===== src/rtl/id_stage_pipe.sv =====
`default_nettype none
// ============================================================================
// Module  : id_stage_pipe
// Brief   : Registered RV32I/RV64I (+CSR, optional M) decode stage with
//           EX/MEM operand forwarding, load-use interlock and valid/ready
//           handshakes. Optional feature macro: RV_M_EN.
// Revision: 1.0
// ============================================================================
module id_stage_pipe #(
    parameter int XLEN   = 64,
    parameter int REG_AW = 5,
    parameter int CSR_AW = 12
) (
    input  logic              clk,
    input  logic              rst_n,
    input  logic              in_valid,
    output logic              in_ready,
    input  logic [31:0]       inst_i,
    input  logic [XLEN-1:0]   inst_addr_i,
    output logic [REG_AW-1:0] reg1_raddr_o,
    output logic [REG_AW-1:0] reg2_raddr_o,
    input  logic [XLEN-1:0]   reg1_rdata_i,
    input  logic [XLEN-1:0]   reg2_rdata_i,
    input  logic              ex_wreg_i,
    input  logic [REG_AW-1:0] ex_wd_i,
    input  logic [XLEN-1:0]   ex_wdata_i,
    input  logic              ex_is_load_i,
    input  logic              mem_wreg_i,
    input  logic [REG_AW-1:0] mem_wd_reg_i,
    input  logic [XLEN-1:0]   mem_wdata_reg_i,
    input  logic              flush_i,
    output logic              out_valid,
    input  logic              out_ready,
    output logic [31:0]       inst_o,
    output logic [XLEN-1:0]   inst_addr_o,
    output logic [XLEN-1:0]   reg1_o_op,
    output logic [XLEN-1:0]   reg2_o_op,
    output logic              reg_we_o,
    output logic [REG_AW-1:0] reg_waddr_o,
    output logic              csr_we_o,
    output logic [CSR_AW-1:0] csr_waddr_o,
    output logic              illegal_o,
    output logic              stall_o
);

`ifdef RV_M_EN
    localparam logic c_M_EN = 1'b1;
`else
    localparam logic c_M_EN = 1'b0;
`endif
    localparam logic c_RV32 = (XLEN == 32);

    localparam logic [6:0] c_OPC_LUI      = 7'b0110111;
    localparam logic [6:0] c_OPC_AUIPC    = 7'b0010111;
    localparam logic [6:0] c_OPC_JAL      = 7'b1101111;
    localparam logic [6:0] c_OPC_JALR     = 7'b1100111;
    localparam logic [6:0] c_OPC_BRANCH   = 7'b1100011;
    localparam logic [6:0] c_OPC_LOAD     = 7'b0000011;
    localparam logic [6:0] c_OPC_STORE    = 7'b0100011;
    localparam logic [6:0] c_OPC_OP_IMM   = 7'b0010011;
    localparam logic [6:0] c_OPC_OP       = 7'b0110011;
    localparam logic [6:0] c_OPC_OP_IMM32 = 7'b0011011;
    localparam logic [6:0] c_OPC_OP32     = 7'b0111011;
    localparam logic [6:0] c_OPC_MISC_MEM = 7'b0001111;
    localparam logic [6:0] c_OPC_SYSTEM   = 7'b1110011;

    localparam logic [1:0] c_OP1_ZERO = 2'd0;
    localparam logic [1:0] c_OP1_RS1  = 2'd1;
    localparam logic [1:0] c_OP1_UIMM = 2'd2;
    localparam logic [1:0] c_OP1_ZIMM = 2'd3;
    localparam logic [1:0] c_OP2_ZERO = 2'd0;
    localparam logic [1:0] c_OP2_RS2  = 2'd1;
    localparam logic [1:0] c_OP2_IIMM = 2'd2;
    localparam logic [1:0] c_OP2_JIMM = 2'd3;

    logic [6:0]        w_opcode;
    logic [2:0]        w_funct3;
    logic [6:0]        w_funct7;
    logic [REG_AW-1:0] w_rs1;
    logic [REG_AW-1:0] w_rs2;
    logic [REG_AW-1:0] w_rd;
    logic [XLEN-1:0]   w_imm_i;
    logic [XLEN-1:0]   w_imm_u;
    logic [XLEN-1:0]   w_imm_j;
    logic [XLEN-1:0]   w_zimm;
    logic              w_illegal;
    logic              w_use_rs1;
    logic              w_use_rs2;
    logic              w_reg_we;
    logic              w_csr_we;
    logic [1:0]        w_op1_sel;
    logic [1:0]        w_op2_sel;
    logic [XLEN-1:0]   w_rs1_val;
    logic [XLEN-1:0]   w_rs2_val;
    logic [XLEN-1:0]   w_op1;
    logic [XLEN-1:0]   w_op2;
    logic              w_capture;

    logic              r_out_valid;
    logic [31:0]       r_inst;
    logic [XLEN-1:0]   r_inst_addr;
    logic [XLEN-1:0]   r_op1;
    logic [XLEN-1:0]   r_op2;
    logic              r_reg_we;
    logic [REG_AW-1:0] r_reg_waddr;
    logic              r_csr_we;
    logic [CSR_AW-1:0] r_csr_waddr;
    logic              r_illegal;

    assign w_opcode = inst_i[6:0];
    assign w_funct3 = inst_i[14:12];
    assign w_funct7 = inst_i[31:25];
    assign w_rs1    = REG_AW'(inst_i[19:15]);
    assign w_rs2    = REG_AW'(inst_i[24:20]);
    assign w_rd     = REG_AW'(inst_i[11:7]);
    assign w_imm_i  = {{(XLEN-12){inst_i[31]}}, inst_i[31:20]};
    assign w_imm_u  = {{(XLEN-32){inst_i[31]}}, inst_i[31:12], 12'b0};
    assign w_imm_j  = {{(XLEN-21){inst_i[31]}}, inst_i[31], inst_i[19:12],
                       inst_i[20], inst_i[30:21], 1'b0};
    assign w_zimm   = {{(XLEN-5){1'b0}}, inst_i[19:15]};

    always_comb begin
        w_illegal = 1'b0;
        w_use_rs1 = 1'b0;
        w_use_rs2 = 1'b0;
        w_reg_we  = 1'b0;
        w_csr_we  = 1'b0;
        w_op1_sel = c_OP1_ZERO;
        w_op2_sel = c_OP2_ZERO;
        case (w_opcode)
            c_OPC_LUI, c_OPC_AUIPC: begin
                w_reg_we  = 1'b1;
                w_op1_sel = c_OP1_UIMM;
            end
            c_OPC_JAL: begin
                w_reg_we  = 1'b1;
                w_op2_sel = c_OP2_JIMM;
            end
            c_OPC_JALR: begin
                w_use_rs1 = 1'b1;
                w_reg_we  = 1'b1;
                w_op1_sel = c_OP1_RS1;
                w_op2_sel = c_OP2_IIMM;
                w_illegal = (w_funct3 != 3'b000);
            end
            c_OPC_BRANCH: begin
                w_use_rs1 = 1'b1;
                w_use_rs2 = 1'b1;
                w_op1_sel = c_OP1_RS1;
                w_op2_sel = c_OP2_RS2;
                w_illegal = (w_funct3 == 3'b010) || (w_funct3 == 3'b011);
            end
            c_OPC_LOAD: begin
                w_use_rs1 = 1'b1;
                w_reg_we  = 1'b1;
                w_op1_sel = c_OP1_RS1;
                w_op2_sel = c_OP2_IIMM;
                // LD and LWU only exist on RV64
                w_illegal = (w_funct3 == 3'b111) ||
                            (c_RV32 && ((w_funct3 == 3'b011) || (w_funct3 == 3'b110)));
            end
            c_OPC_STORE: begin
                w_use_rs1 = 1'b1;
                w_use_rs2 = 1'b1;
                w_op1_sel = c_OP1_RS1;
                w_op2_sel = c_OP2_RS2;
                w_illegal = (w_funct3[2] == 1'b1) || (c_RV32 && (w_funct3 == 3'b011));
            end
            c_OPC_OP_IMM: begin
                w_use_rs1 = 1'b1;
                w_reg_we  = 1'b1;
                w_op1_sel = c_OP1_RS1;
                w_op2_sel = c_OP2_IIMM;
                if (w_funct3 == 3'b001)
                    w_illegal = (w_funct7[6:1] != 6'b000000) || (c_RV32 && inst_i[25]);
                else if (w_funct3 == 3'b101)
                    w_illegal = ((w_funct7[6:1] != 6'b000000) && (w_funct7[6:1] != 6'b010000)) ||
                                (c_RV32 && inst_i[25]);
            end
            c_OPC_OP_IMM32: begin
                w_use_rs1 = 1'b1;
                w_reg_we  = 1'b1;
                w_op1_sel = c_OP1_RS1;
                w_op2_sel = c_OP2_IIMM;
                case (w_funct3)
                    3'b000:  w_illegal = c_RV32;
                    3'b001:  w_illegal = c_RV32 || (w_funct7 != 7'b0000000);
                    3'b101:  w_illegal = c_RV32 || ((w_funct7 != 7'b0000000) &&
                                                    (w_funct7 != 7'b0100000));
                    default: w_illegal = 1'b1;
                endcase
            end
            c_OPC_OP: begin
                w_use_rs1 = 1'b1;
                w_use_rs2 = 1'b1;
                w_reg_we  = 1'b1;
                w_op1_sel = c_OP1_RS1;
                w_op2_sel = c_OP2_RS2;
                if (w_funct7 == 7'b0000001)
                    w_illegal = !c_M_EN;
                else if (w_funct7 == 7'b0100000)
                    w_illegal = (w_funct3 != 3'b000) && (w_funct3 != 3'b101);
                else
                    w_illegal = (w_funct7 != 7'b0000000);
            end
            c_OPC_OP32: begin
                w_use_rs1 = 1'b1;
                w_use_rs2 = 1'b1;
                w_reg_we  = 1'b1;
                w_op1_sel = c_OP1_RS1;
                w_op2_sel = c_OP2_RS2;
                if (w_funct7 == 7'b0000001)
                    w_illegal = !c_M_EN || (w_funct3 inside {3'b001, 3'b010, 3'b011});
                else if (w_funct7 == 7'b0100000)
                    w_illegal = (w_funct3 != 3'b000) && (w_funct3 != 3'b101);
                else if (w_funct7 == 7'b0000000)
                    w_illegal = !(w_funct3 inside {3'b000, 3'b001, 3'b101});
                else
                    w_illegal = 1'b1;
                if (c_RV32)
                    w_illegal = 1'b1;
            end
            c_OPC_MISC_MEM: begin
                w_illegal = (w_funct3 != 3'b000) && (w_funct3 != 3'b001);
            end
            c_OPC_SYSTEM: begin
                if (w_funct3 == 3'b000) begin
                    // only ECALL / EBREAK are accepted in the privileged slot
                    w_illegal = (inst_i[19:7] != 13'd0) || (inst_i[31:21] != 11'd0);
                end else if (w_funct3 == 3'b100) begin
                    w_illegal = 1'b1;
                end else begin
                    w_reg_we  = 1'b1;
                    w_csr_we  = 1'b1;
                    w_use_rs1 = !w_funct3[2];
                    w_op1_sel = w_funct3[2] ? c_OP1_ZIMM : c_OP1_RS1;
                end
            end
            default: w_illegal = 1'b1;
        endcase
        if (w_illegal) begin
            w_use_rs1 = 1'b0;
            w_use_rs2 = 1'b0;
            w_reg_we  = 1'b0;
            w_csr_we  = 1'b0;
            w_op1_sel = c_OP1_ZERO;
            w_op2_sel = c_OP2_ZERO;
        end
    end

    assign reg1_raddr_o = w_use_rs1 ? w_rs1 : '0;
    assign reg2_raddr_o = w_use_rs2 ? w_rs2 : '0;

    // Forwarding priority: EX over MEM over regfile; x0 is hardwired zero
    always_comb begin
        w_rs1_val = '0;
        w_rs2_val = '0;
        if (w_rs1 != '0) begin
            if (ex_wreg_i && (ex_wd_i == w_rs1))
                w_rs1_val = ex_wdata_i;
            else if (mem_wreg_i && (mem_wd_reg_i == w_rs1))
                w_rs1_val = mem_wdata_reg_i;
            else
                w_rs1_val = reg1_rdata_i;
        end
        if (w_rs2 != '0) begin
            if (ex_wreg_i && (ex_wd_i == w_rs2))
                w_rs2_val = ex_wdata_i;
            else if (mem_wreg_i && (mem_wd_reg_i == w_rs2))
                w_rs2_val = mem_wdata_reg_i;
            else
                w_rs2_val = reg2_rdata_i;
        end
        case (w_op1_sel)
            c_OP1_RS1:  w_op1 = w_rs1_val;
            c_OP1_UIMM: w_op1 = w_imm_u;
            c_OP1_ZIMM: w_op1 = w_zimm;
            default:    w_op1 = '0;
        endcase
        case (w_op2_sel)
            c_OP2_RS2:  w_op2 = w_rs2_val;
            c_OP2_IIMM: w_op2 = w_imm_i;
            c_OP2_JIMM: w_op2 = w_imm_j;
            default:    w_op2 = '0;
        endcase
    end

    assign stall_o = ex_is_load_i && ex_wreg_i && (ex_wd_i != '0) &&
                     ((w_use_rs1 && (ex_wd_i == w_rs1)) || (w_use_rs2 && (ex_wd_i == w_rs2)));
    assign in_ready  = (!r_out_valid || out_ready) && !stall_o && !flush_i;
    assign w_capture = in_valid && in_ready;

    always_ff @(posedge clk or negedge rst_n) begin
        if (!rst_n) begin
            r_out_valid <= 1'b0;
            r_inst      <= '0;
            r_inst_addr <= '0;
            r_op1       <= '0;
            r_op2       <= '0;
            r_reg_we    <= 1'b0;
            r_reg_waddr <= '0;
            r_csr_we    <= 1'b0;
            r_csr_waddr <= '0;
            r_illegal   <= 1'b0;
        end else if (flush_i) begin
            r_out_valid <= 1'b0;
        end else if (w_capture) begin
            r_out_valid <= 1'b1;
            r_inst      <= inst_i;
            r_inst_addr <= inst_addr_i;
            r_op1       <= w_op1;
            r_op2       <= w_op2;
            r_reg_we    <= w_reg_we;
            r_reg_waddr <= w_reg_we ? w_rd : '0;
            r_csr_we    <= w_csr_we;
            r_csr_waddr <= w_csr_we ? CSR_AW'(inst_i[31:20]) : '0;
            r_illegal   <= w_illegal;
        end else if (out_ready) begin
            r_out_valid <= 1'b0;
        end
    end

    assign out_valid   = r_out_valid;
    assign inst_o      = r_inst;
    assign inst_addr_o = r_inst_addr;
    assign reg1_o_op   = r_op1;
    assign reg2_o_op   = r_op2;
    assign reg_we_o    = r_reg_we;
    assign reg_waddr_o = r_reg_waddr;
    assign csr_we_o    = r_csr_we;
    assign csr_waddr_o = r_csr_waddr;
    assign illegal_o   = r_illegal;

endmodule
`default_nettype wire


===== config.mk =====
export PLATFORM = sky130hd
export DESIGN_NAME = id_stage_pipe
export DESIGN_NICKNAME = d
export VERILOG_FILES = /design/src/rtl/id_stage_pipe.sv
export SDC_FILE = /design/constraint.sdc
export NUM_CORES = 1
export LEC_CHECK = 0
export BUFFER_PORTS_ARGS = -buffer_cell sky130_fd_sc_hd__buf_4
export CAP_MARGIN = 10
export CORE_AREA = 2 2 247 249
export DETAILED_ROUTE_END_ITERATION = 10
export DIE_AREA = 0 0 249 251
export PLACE_DENSITY = 0.52
export SYNTH_ARGS = -nofsm -noshare
export SYNTH_HDL_FRONTEND = slang
export SYNTH_SLANG_ARGS = --single-unit
export TNS_END_PERCENT = 50

===== constraint.sdc =====
create_clock -name clk -period 4.2 [get_ports clk]
set_input_delay 0.63 -clock clk [delete_from_list [all_inputs] [get_ports clk]]
set_output_delay 0.63 -clock clk [all_outputs]
set_load 0.05 [all_outputs]

### After elaboration in Yosys (flattened, before gate mapping)

Cells that the tools add are included.

| word-level totals | value |
|---|---|
| register bits | 245 |
| logic and storage cells | 135 |

| cells by class | value |
|---|---|
| eq/ne operators | 35 |
| multiplexer cells | 45 |
| bitwise gates (word level) | 1 |
| reductions and logical operators | 44 |

Operators by type and width:

| kind | number |
|---|---|
| $mux 64 | 6 |
| $pmux 64 s3 | 2 |
| $eq 7x6->1 const B | 5 |
| $eq 7x7->1 const B | 4 |
| $mux 1 | 22 |
| $eq 7x5->1 const B | 3 |
| $eq 5x5->1 | 4 |
| $logic_and 1x1->1 | 16 |
| $mux 5 | 3 |
| $reduce_bool 5->1 | 3 |
| $reduce_bool 13->1 | 1 |
| $mux 12 | 1 |
| $pmux 2 s3 | 2 |
| $pmux 1 s11 | 1 |
| $reduce_bool 11->1 | 1 |
| $mux 2 | 5 |
| $eq 3x3->1 const B | 3 |
| $reduce_bool 3->1 | 3 |
| $reduce_or 9->1 | 1 |
| $eq 2x2->1 const B | 4 |
| $reduce_or 4->1 | 2 |
| $reduce_or 8->1 | 1 |
| $eq 7x1->1 const B | 1 |
| $eq 7x2->1 const B | 1 |
| other kinds (20) | 30 |

### Logic depth before layout (Yosys ltp)

Gate-level depths: netlist (run 1).

| logic depth | value |
|---|---|
| depth in word-level cells | 17 |
| gate-level depth with buffers | 13 |
| gate-level depth less buffers | 7 |

### Least setup slack after synthesis (run 1)

OpenSTA, ideal clock, no wires.

| timing | value |
|---|---|
| path type | input to output |
| from | input inst_i[4] |
| to | output in_ready |
| arrival time | 3.225 ns |
| setup slack | 0.345 ns |
| cell stages on the path | 8 |
| cells stage by stage | buf_4 > nand2b_1 > or2_2 > o311a_1 > and3_4 > nand3_2 > nor2_1 > nor3_1 |

| on the way | value |
|---|---|
| cells in the longest elaborated chain, start to end | 10 |
| elaborated cells between the ends (all ways) | 28 |
| classes of those cells | 13 x eq/ne; 5 x mux; 10 x reduce/logical |

Ends and longest elaborated chain:

| what | line | RTL |
|---|---|---|
| start, declared | 18 | `input logic [31:0] inst_i,` |
| $eq 7x7->1 (tied with other cells) | 130 | `case (w_opcode)` |
| $reduce_or 3->1 (no line) (tied with other cells) | -- |  |
| $pmux 1 s11 (tied with other cells) | 130 |  |
| $mux 1 | 241 | `if (w_illegal) begin` |
| $logic_and 1x1->1 | 289 | `((w_use_rs1 && (ex_wd_i == w_rs1)) \|\| (w_use_rs2 && (ex_wd_i == w_rs2)));` |
| $logic_or 1x1->1 * | 289 |  |
| $logic_and 1x1->1 * | 288 | `assign stall_o = ex_is_load_i && ex_wreg_i && (ex_wd_i != '0) &&` |
| named net stall_o | 43 | `output logic stall_o` |
| $logic_not 1->1 * | 290 | `assign in_ready = (!r_out_valid \|\| out_ready) && !stall_o && !flush_i;` |
| $logic_and 1x1->1 * (2 in a row) | 290 |  |
| end, declared | 17 | `output logic in_ready,` |

The timed path passes the listed nets; every way through them passes the cells marked *.

### Final worst setup path (run 1)

| timing | value |
|---|---|
| from | input inst_i[26] |
| to | output reg2_raddr_o[2] |

| on the way | value |
|---|---|
| cells in the longest elaborated chain, start to end | 7 |
| elaborated cells between the ends (all ways) | 23 |
| classes of those cells | 4 x eq/ne; 12 x mux; 7 x reduce/logical |

Ends and longest elaborated chain:

| what | line | RTL |
|---|---|---|
| $logic_not 7->1 (tied with other cells) | 216 | `else if (w_funct7 == 7'b0000000)` |
| $mux 1 or $logic_and 1x1->1 (tied branches) | 216, 177 |  |
| $mux 1, on equally long branches | 214, 176 |  |
| $mux 1, on equally long branches | 212, 174 |  |
| $pmux 1 s11 * | 130 |  |
| $mux 1 * | 241 |  |
| $mux 5 * | 252 | `assign reg2_raddr_o = w_use_rs2 ? w_rs2 : '0;` |
| end, declared | 21 | `output logic [REG_AW-1:0] reg2_raddr_o,` |

Mark *: on every way between the ends. The rest lies on a longest branch, timed or not.

==> reports/metrics.cfg, run 1 <==
[worst_hold_path]
hp-class = in2reg

[synth]
syn-instance-count = 1372
synth_ff_type = dfrtp_1
synth_area_leaders = dfrtp_1, mux2i_1, mux2_2, a21oi_1, o2bb2ai_1
synth-seq-cells = 245
synth.distinct_cells = 63
synth_edf_count = 0
synth_area_um2 = 13980
yosys.area.top_type = dfrtp_1
synthArstFlopShare_pct = 100.0
ys_warn_count = 0
ys_seq_area_share_pct = 43.87
synth_fp_nets = 1742
synth_top_cell_area_share_pct = 43.87
avgSynthCellArea_um2 = 10.19

[sta]
period_share_pct = 86.45
setup-tns-final_ns = 0
drv_slew = 0
final-hold-violation-count = 0
rsz0062_at_grt = false
fin_crit_ns = 3.631
maxSlewHeadroom_pct = 42.71
clock.fmax_mhz = 275.4
finClkSkew_ns = 0.007918
tightestPinTransition_ns = 0.8594
setup_viol = 0

[die]
die_h_um = 251
dieArea_um2 = 62500
pin_count = 627
core-area_um2 = 59790
initial_core_util_pct = 23.37
die_x_um = 249
rows = 90

[final_layout]
drive_gt1_share_pct = 43.07
fin_nets = 2298
area_growth_pct = 46.17

[placed_design]
hpwlAfterDp_um = 50820
place.port_buffers = 626
place.gp.congestion = 0.9017

[global_route]
first_global_vias = 13990
grt_max_degree = 129
grt_overflow_total = 0
grtUsageTotal_pct = 20.79
grt_pass1_wl_um = 97300
antenna_found_initial = 2

[clock_tree]
cts_root_buffer = clkbuf_16
clkLatencyLatePin_ns = 0.58
cts_inserted_buffers = 31
h-tree-depth = 1
post_cts_buffers = 0
clockBufferDepth = 3
clock-sinks = 245
tritoncts = built
clkTransAtPathRegs_ns = 0.06

[route]
vias = 13560
vias_per_cell = 4.966
drc_errors = 0
ant_nets = 0
wirelength_um = 67720
drtIter0Drc = 826
wire_per_inst_um = 24.80
firstDrtPassIters = 5

[worst_setup_path]
crit_family = simple AND/OR/NAND/NOR gates
worstSetupPathType = in2out
start_kind = primary input
cp.arrival_ns = 3.00
crit_slowest_cell = nor3_2
worst_setup_path_end_kind = output port
critical-path-max-stage-delay_ns = 0.50
worstPathMaxFanout = 6
cp.required_ns = 3.57
worstPathBufferInverterCount = 2
crit_chain = buf_4 > nor3_2 > nand3b_1 > o41ai_2 > nand3_1 > nor3_2 > and3_1 > buf_4

[status]
outcome = finished, final reports clean

[power]
p_per_area_nw_per_um2 = 346.0
peakVddDrop_mv = 0.3015
total_power_w = 0.007069
leakage_nw = 9.015

[run]
cap_violations = 0

==> registers in the layout, indices dropped and copies added, names as in the netlist <==
name / cells
reg2_o_op: 64
inst_o: 32
inst_addr_o: 64
reg1_o_op: 64
csr_waddr_o: 12
reg_we_o: 1
csr_we_o: 1
out_valid: 1
reg_waddr_o: 5
illegal_o: 1
==> final cells by class <==
cell class / count / area [um^2]
fillers: 6164 / 39370
repair buffers: 663 / 5137
flip-flops and latches: 245 / 6131
well taps: 782 / 978.4
multi-input cells: 913 / 6954
clock inverters: 4 / 23.77
clock buffers: 49 / 923.4
diodes: 1 / 2.502
inverters: 74 / 277.8
==> worst paths after layout <==
kind / startpoint / slack, ns / endpoint / cells after the start
setup reg to reg: out_valid$_DFFE_PN0P_ / 2.08 / reg2_o_op[9]$_DFFE_PN0P_ / 6
hold reg to reg: reg1_o_op[42]$_DFFE_PN0P_ / 0.49 / reg1_o_op[42]$_DFFE_PN0P_ / 1
hold / removal: flush_i / 0.27 / out_valid$_DFFE_PN0P_ / 2
max in group asynchronous: rst_n / 2.59 / inst_o[9]$_DFFE_PN0P_ / 3
min in group asynchronous: rst_n / 0.59 / reg2_o_op[41]$_DFFE_PN0P_ / 2
setup / recovery: inst_i[26] / 0.57 / reg2_raddr_o[2] / 8
==> power breakdown <==
part / switching, W / total [W] / leakage, nW / internal [W]
sequential: 0.000103 / 0.00263 / 3.20 / 0.00253
clock: 0.00106 / 0.00254 / 0.468 / 0.00148
combinational: 0.00117 / 0.00189 / 5.34 / 0.000724
total: 0.00233 / 0.00707 / 9.01 / 0.00474
==> layout by cell type, fill, tap and decap left out, drive strengths merged, types with 7 or more instances in the layout <==
cell type	instances
buf	662
dfrtp	245
a21oi	168
mux2i	147
nor2	133
mux2	108
inv	75
o2bb2ai	63
o32ai	53
clkbuf	49
a31oi	34
nand2	33
a32oi	24
xor2	14
and3	12
nor3	11
a22o	10
o2111ai	9
a221oi	9
and2	9
nor4	7
==> cells by family after synthesis <==
logic type	synth area share (%)
XOR/XNOR	1.253
AO/OA/AOI/OAI	19.51
buffers and inverters	6.894
flip-flops	43.87
AND/OR/NAND/NOR	8.389
multiplexers	20.09
==> timing repair <==
| action | in CTS | in global routing |
|---|---|---|
| hold buffers | 1 | 0 |
| endpoints found under the hold margin | 3 | 0 |
| resized for setup | 0 | 0 |
==> per-layer routing <==
metal	wire length (um)	share of wire, %	global-route usage [%]	vias up
met1	27730	41	26.02	6689
met5	0	0	0	-
met4	1358	2.0	4.693	0
met3	5392	8.0	5.146	70
met2	33240	49	36.05	651
li1	-	-	-	6151
==> Yosys cell counts, drive strengths merged, types with 2 or more instances <==
cell type	count
o2bb2ai	63
inv	74
clkbuf	75
mux2	108
nand4b	2
and2	9
xor2	14
dfrtp	245
a32oi	24
mux2i	147
a21oi	168
and3b	2
nor2b	6
and3	12
buf	65
o2111ai	9
a221oi	9
o211a	2
and4	2
nor3	11
nor4	7
or2	2
nand2b	6
a31oi	34
nand2	33
nand4	3
o32ai	53
o21ai	5
o21a	2
or4	2
nor3b	5
xnor2	6
o31ai	2
nor2	133
nand3	5
nand3b	3
a22o	10
==> per-stage QoR <==
step                setup WS (ns)  util, %  std cells  instance area (um^2)  hold WS [ns]
floorplan                  0.3452        -       1372                 13980        0.3344
global placement           0.5625    32.56       2676                 19470        0.4737
detailed placement         0.5710    32.56       2676                 19470        0.4745
CTS                        0.5575    34.16       2730                 20430        0.2311
global route               0.4857    34.16       2730                 20430        0.2406
finish                     0.5692    34.16       2731                 20430        0.2682
Power figures use the tool's default switching activity.
==> inputs of run 2 (changes only) <==
--- a/config.mk
+++ b/config.mk
@@ -10,7 +10,8 @@
 export CORE_AREA = 2 2 247 249
 export DETAILED_ROUTE_END_ITERATION = 10
 export DIE_AREA = 0 0 249 251
-export PLACE_DENSITY = 0.52
+export MAX_ROUTING_LAYER = met4
+export PLACE_DENSITY_LB_ADDON = 0.3
 export SYNTH_ARGS = -nofsm -noshare
 export SYNTH_HDL_FRONTEND = slang
 export SYNTH_SLANG_ARGS = --single-unit
==> run 2 against run 1 <==
Effect of this change: global-route usage increased by 0.12 points; combinational power hardly changed; worst hold slack improved by 0.026 ns; clock-buffer cell count decreased by 7; non-clock buffer count shrank 1; final area up 0.72%; critical path depth stayed put; fmax rose by 2.3%; worst setup slack improved by 0.083 ns; clock skew down 0.00074 ns; total power grew 4.5%; critical path type unchanged; critical endpoint is now reg2_raddr_o[0].
==> reports/metrics.cfg, run 2 (synthesized netlist as in run 1, its figures left out) <==
[clock_tree]
clkTransAtPathRegs_ns = 0.05
post_cts_buffers = 0
cts_resized = 0
hold_buffers = 1
cts_inserted_buffers = 30
cts_root_buffer = clkbuf_16
tritoncts = built
clkLatencyLatePin_ns = 0.57
clockBufferDepth = 3
clock-sinks = 245
h-tree-depth = 1

[sta]
setup_viol = 0
setup-tns-final_ns = 0
maxSlewHeadroom_pct = 15.91
tightestPinTransition_ns = 1.261
final-hold-violation-count = 0
setup_slack_ns = 0.6517
drv_slew = 0
rsz0062_at_grt = false
clock.fmax_mhz = 281.8
finClkSkew_ns = 0.007181
period_share_pct = 84.48
fin_crit_ns = 3.548

[route]
drc_errors = 0
ant_nets = 0
vias = 13520
wire_per_inst_um = 24.17
firstDrtPassIters = 5
drtIter0Drc = 835
vias_per_cell = 4.949
wirelength_um = 66000

[die]
dieArea_um2 = 62500
rows = 90
initial_core_util_pct = 23.37
pin_count = 627
die_x_um = 249
die_h_um = 251
core-area_um2 = 59790

[power]
peakVddDrop_mv = 0.3581
leakage_nw = 9.072
total_power_w = 0.007386
p_per_area_nw_per_um2 = 359.0

[worst_hold_path]
hp-class = in2reg

[final_layout]
layout_common_cells = buf_4, dfrtp_1, a21oi_1
drive_gt1_share_pct = 43.40
fin_nets = 2296
final_cells = 2731
utilization_pct = 34.41
layout_commonest_cell = buf_4
area_growth_pct = 47.22

[worst_setup_path]
worst_setup_path_end_kind = output port
start_kind = primary input
worstSetupPathType = in2out
cp.required_ns = 3.57
worstPathMaxFanout = 6
cp.arrival_ns = 2.92

[placed_design]
placedCellCount = 2675
hpwlAfterDp_um = 49450
pre_cts_slack_ns = 0.6036
place.gp.congestion = 0.9827
place.port_buffers = 626

[global_route]
grtUsageTotal_pct = 20.91
grt_max_degree = 129
grt_overflow_total = 0
first_global_vias = 14120
antenna_found_initial = 4
grt_pass1_wl_um = 95520

[run]
cap_violations = 0

[status]
outcome = finished, final reports clean

==> run 2: stage by stage <==
stage | hold WS (ns) | instance area [um^2]
2_1_floorplan | 0.3344 | 13980
3_3_place_gp | 0.4749 | 19470
3_5_place_dp | 0.4745 | 19470
4_1_cts | 0.2464 | 20570
5_1_grt | 0.2583 | 20570
6_report | 0.2937 | 20570
==> run 2: critical path: stages <==
cell	delay (ns)
buf_4	0.14
nor3_2	0.36
nand3b_1	0.21
o41ai_2	0.45
nand3_1	0.21
nor3_2	0.48
and3_1	0.24
buf_4	0.20
==> run 2: area by class of cell <==
class / count / area (um^2)
clock buffers: 42 / 897.1
clock inverters: 11 / 188.9
well taps: 782 / 978.4
diodes: 2 / 5.005
fillers: 6118 / 39220
repair buffers: 662 / 5142
multi-input cells: 913 / 6954
inverters: 74 / 277.8
flip-flops and latches: 245 / 6131
==> run 2: worst paths after layout <==
kind / start / end / slack (ns) / depth (start not counted)
worst min-delay path: inst_addr_i[63] / inst_addr_o[63]$_DFFE_PN0P_ / 0.29 / 2
worst max-delay path: inst_i[26] / reg2_raddr_o[0] / 0.65 / 8
max in group asynchronous: rst_n / inst_o[7]$_DFFE_PN0P_ / 2.55 / 3
worst max register to register: out_valid$_DFFE_PN0P_ / inst_addr_o[40]$_DFFE_PN0P_ / 1.81 / 6
worst min register to register: reg1_o_op[53]$_DFFE_PN0P_ / reg1_o_op[53]$_DFFE_PN0P_ / 0.49 / 1
min in group asynchronous: rst_n / reg1_o_op[46]$_DFFE_PN0P_ / 0.61 / 2
==> run 2: power by group <==
part	total [W]	internal, W	switching, W	leakage, nW
clock	0.00286	0.00178	0.00108	0.530
combinational	0.00189	0.000725	0.00116	5.34
sequential	0.00264	0.00253	0.000108	3.20
==> run 2: layer usage <==
layer | wire length (um) | up-vias | global-route usage, %
met4 | 2070 | 0 | 6.338
met3 | 5498 | 100 | 5.684
li1 | - | 6137 | -
met1 | 26830 | 6623 | 24.78
met2 | 31610 | 656 | 34.65
met5 | 0 | - | -
==> inputs of run 3 (changes only) <==
==> constraint.sdc (replaced) <==
create_clock -name clk -period 3.35 [get_ports clk]
set_input_delay 0.5025 -clock clk [delete_from_list [all_inputs] [get_ports clk]]
set_output_delay 0.5025 -clock clk [all_outputs]
set_load 0.05 [all_outputs]
==> run 3 against run 2 <==
Effect of this change: sequential power increased by 25%; register-to-register slack got worse by 0.68 ns; non-clock buffer count rose by 23; clock power is 18% higher; sequential cell count is the same; final area up 1.3%; cell count increased by 0.88%; worst setup slack worse by 0.49 ns; clock-buffer cell count decreased by 2; total power up 23%; worst hold slack got worse by 0.14 ns.
==> reports/metrics.cfg, run 3 (synthesized netlist as in run 1, its figures left out) <==
[sta]
tightestPinTransition_ns = 1.182
finClkSkew_ns = 0.008152
setup_viol = 0
setup-tns-final_ns = 0
period_share_pct = 95.06
drv_slew = 0
rsz0062_at_grt = false
setup_slack_ns = 0.1657
fin_crit_ns = 3.184
maxSlewHeadroom_pct = 21.21
clock.fmax_mhz = 314.0
final-hold-violation-count = 0

[route]
wire_per_inst_um = 23.71
vias_per_cell = 4.934
vias = 13590
ant_nets = 0
firstDrtPassIters = 5
drc_errors = 0
wirelength_um = 65320
drtIter0Drc = 838

[worst_setup_path]
crit_chain = buf_4 > nor3_4 > buf_4 > nand3b_1 > o41ai_2 > and3_4 > nand3_2 > nor2_2 > buf_4 > nor3_2 > buf_4
crit_family = simple AND/OR/NAND/NOR gates
critical-path-max-stage-delay_ns = 0.43
rr_startpoint = out_valid$_DFFE_PN0P_
cp.required_ns = 2.85
worstPathMaxFanout = 5
cp-startpoint = inst_i[26]
cp.arrival_ns = 2.68
worst_setup_path_end_kind = output port
crit_slowest_cell = o41ai_2
reg2reg_setup_slack_ns = 1.13
worstReg2RegEnd = inst_addr_o[9]$_DFFE_PN0P_
start_kind = primary input
reg2reg_depth = 6
worstSetupPathType = in2out
crit_top_cell = buf_4
worstPathBufferInverterCount = 4

[clock_tree]
cts_inserted_buffers = 29
clkTransAtPathRegs_ns = 0.06
cts_root_buffer = clkbuf_16
clkLatencyLatePin_ns = 0.56
clockBufferDepth = 3
h-tree-depth = 1
clock-sinks = 245
tritoncts = built

[power]
p_per_area_nw_per_um2 = 434.8
leakage_nw = 9.211
peakVddDrop_mv = 0.5443

[die]
pin_count = 627
die_h_um = 251
rows = 90
die_x_um = 249
dieArea_um2 = 62500
core-area_um2 = 59790
initial_core_util_pct = 23.37

[global_route]
grt_pass1_wl_um = 96340
antenna_found_initial = 10
grtUsageTotal_pct = 20.91
first_global_vias = 14440
grt_overflow_total = 0
grt_max_degree = 99

[status]
outcome = finished, final reports clean

[placed_design]
hpwlAfterDp_um = 48730
pre_cts_slack_ns = -0.08688
place.gp.congestion = 0.8932
place.port_buffers = 626

[final_layout]
drive_gt1_share_pct = 44.13
layout_commonest_cell = buf_4
fin_nets = 2318
layout_common_cells = buf_4, dfrtp_1, a21oi_1
fillers = 6128
area_growth_pct = 49.14

[worst_hold_path]
hp-class = in2reg
holdPathStages = 2
holdPathEnd = out_valid$_DFFE_PN0P_
min_from = flush_i

[run]
cap_violations = 0

-- run 3: worst max-delay path by stage --
stage | cells after the start | end
6_report | 11 | in_ready
3_3_place_gp | 11 | in_ready
5_1_grt | 11 | in_ready
3_5_place_dp | 11 | in_ready
2_1_floorplan | 8 | in_ready
4_1_cts | 11 | in_ready
-- run 3: per-stage QoR --
| step | instance area, um^2 | utilization, % | hold slack [ns] | total power [W] | instances |
|---|---|---|---|---|---|
| 3_5_place_dp | 19810 | 33.12 | 0.4469 | 0.005753 | 2698 |
| 5_1_grt | 20840 | 34.85 | 0.1376 | 0.009419 | 2754 |
| 2_1_floorplan | 13980 | - | 0.2069 | 0.004668 | 1372 |
| 3_3_place_gp | 19810 | 33.12 | 0.4426 | 0.005731 | 2698 |
| 4_1_cts | 20830 | 34.84 | 0.1174 | 0.009168 | 2751 |
| 6_report | 20840 | 34.86 | 0.1546 | 0.009062 | 2755 |
-- run 3: power by group --
group | internal (W) | total [W] | switching (W)
Combinational | 0.000928 | 0.00238 | 0.00146
Sequential | 0.00317 | 0.00330 | 0.000128
Clock | 0.00204 | 0.00338 | 0.00134
Total | 0.00614 | 0.00906 | 0.00292
-- run 3: final cells by class --
type / instances / area (um^2) / share of cell area [%]
Antenna cell: 4 / 10.01 / 0.04802
Clock buffer: 40 / 837.1 / 4.016
Clock inverter: 12 / 171.4 / 0.8224
Inverter: 74 / 277.8 / 1.333
Multi-Input combinational cell: 913 / 6973 / 33.45
Sequential cell: 245 / 6131 / 29.41
Tap cell: 782 / 978.4 / 4.694
Timing Repair Buffer: 685 / 5465 / 26.22
-- run 3: what timing repair did --
action,CTS,global route
setup buffers,0,0
hold endpoints to repair,41,0
hold buffers,1,0
gates resized for setup,1,1
endpoints found under the setup margin,8,2
-- run 3: metal layers --
layer	global-route usage (%)	wire [um]
met1	25.44	27160
met2	34.93	31970
met3	4.835	4644
met4	5.351	1548
met5	-	0
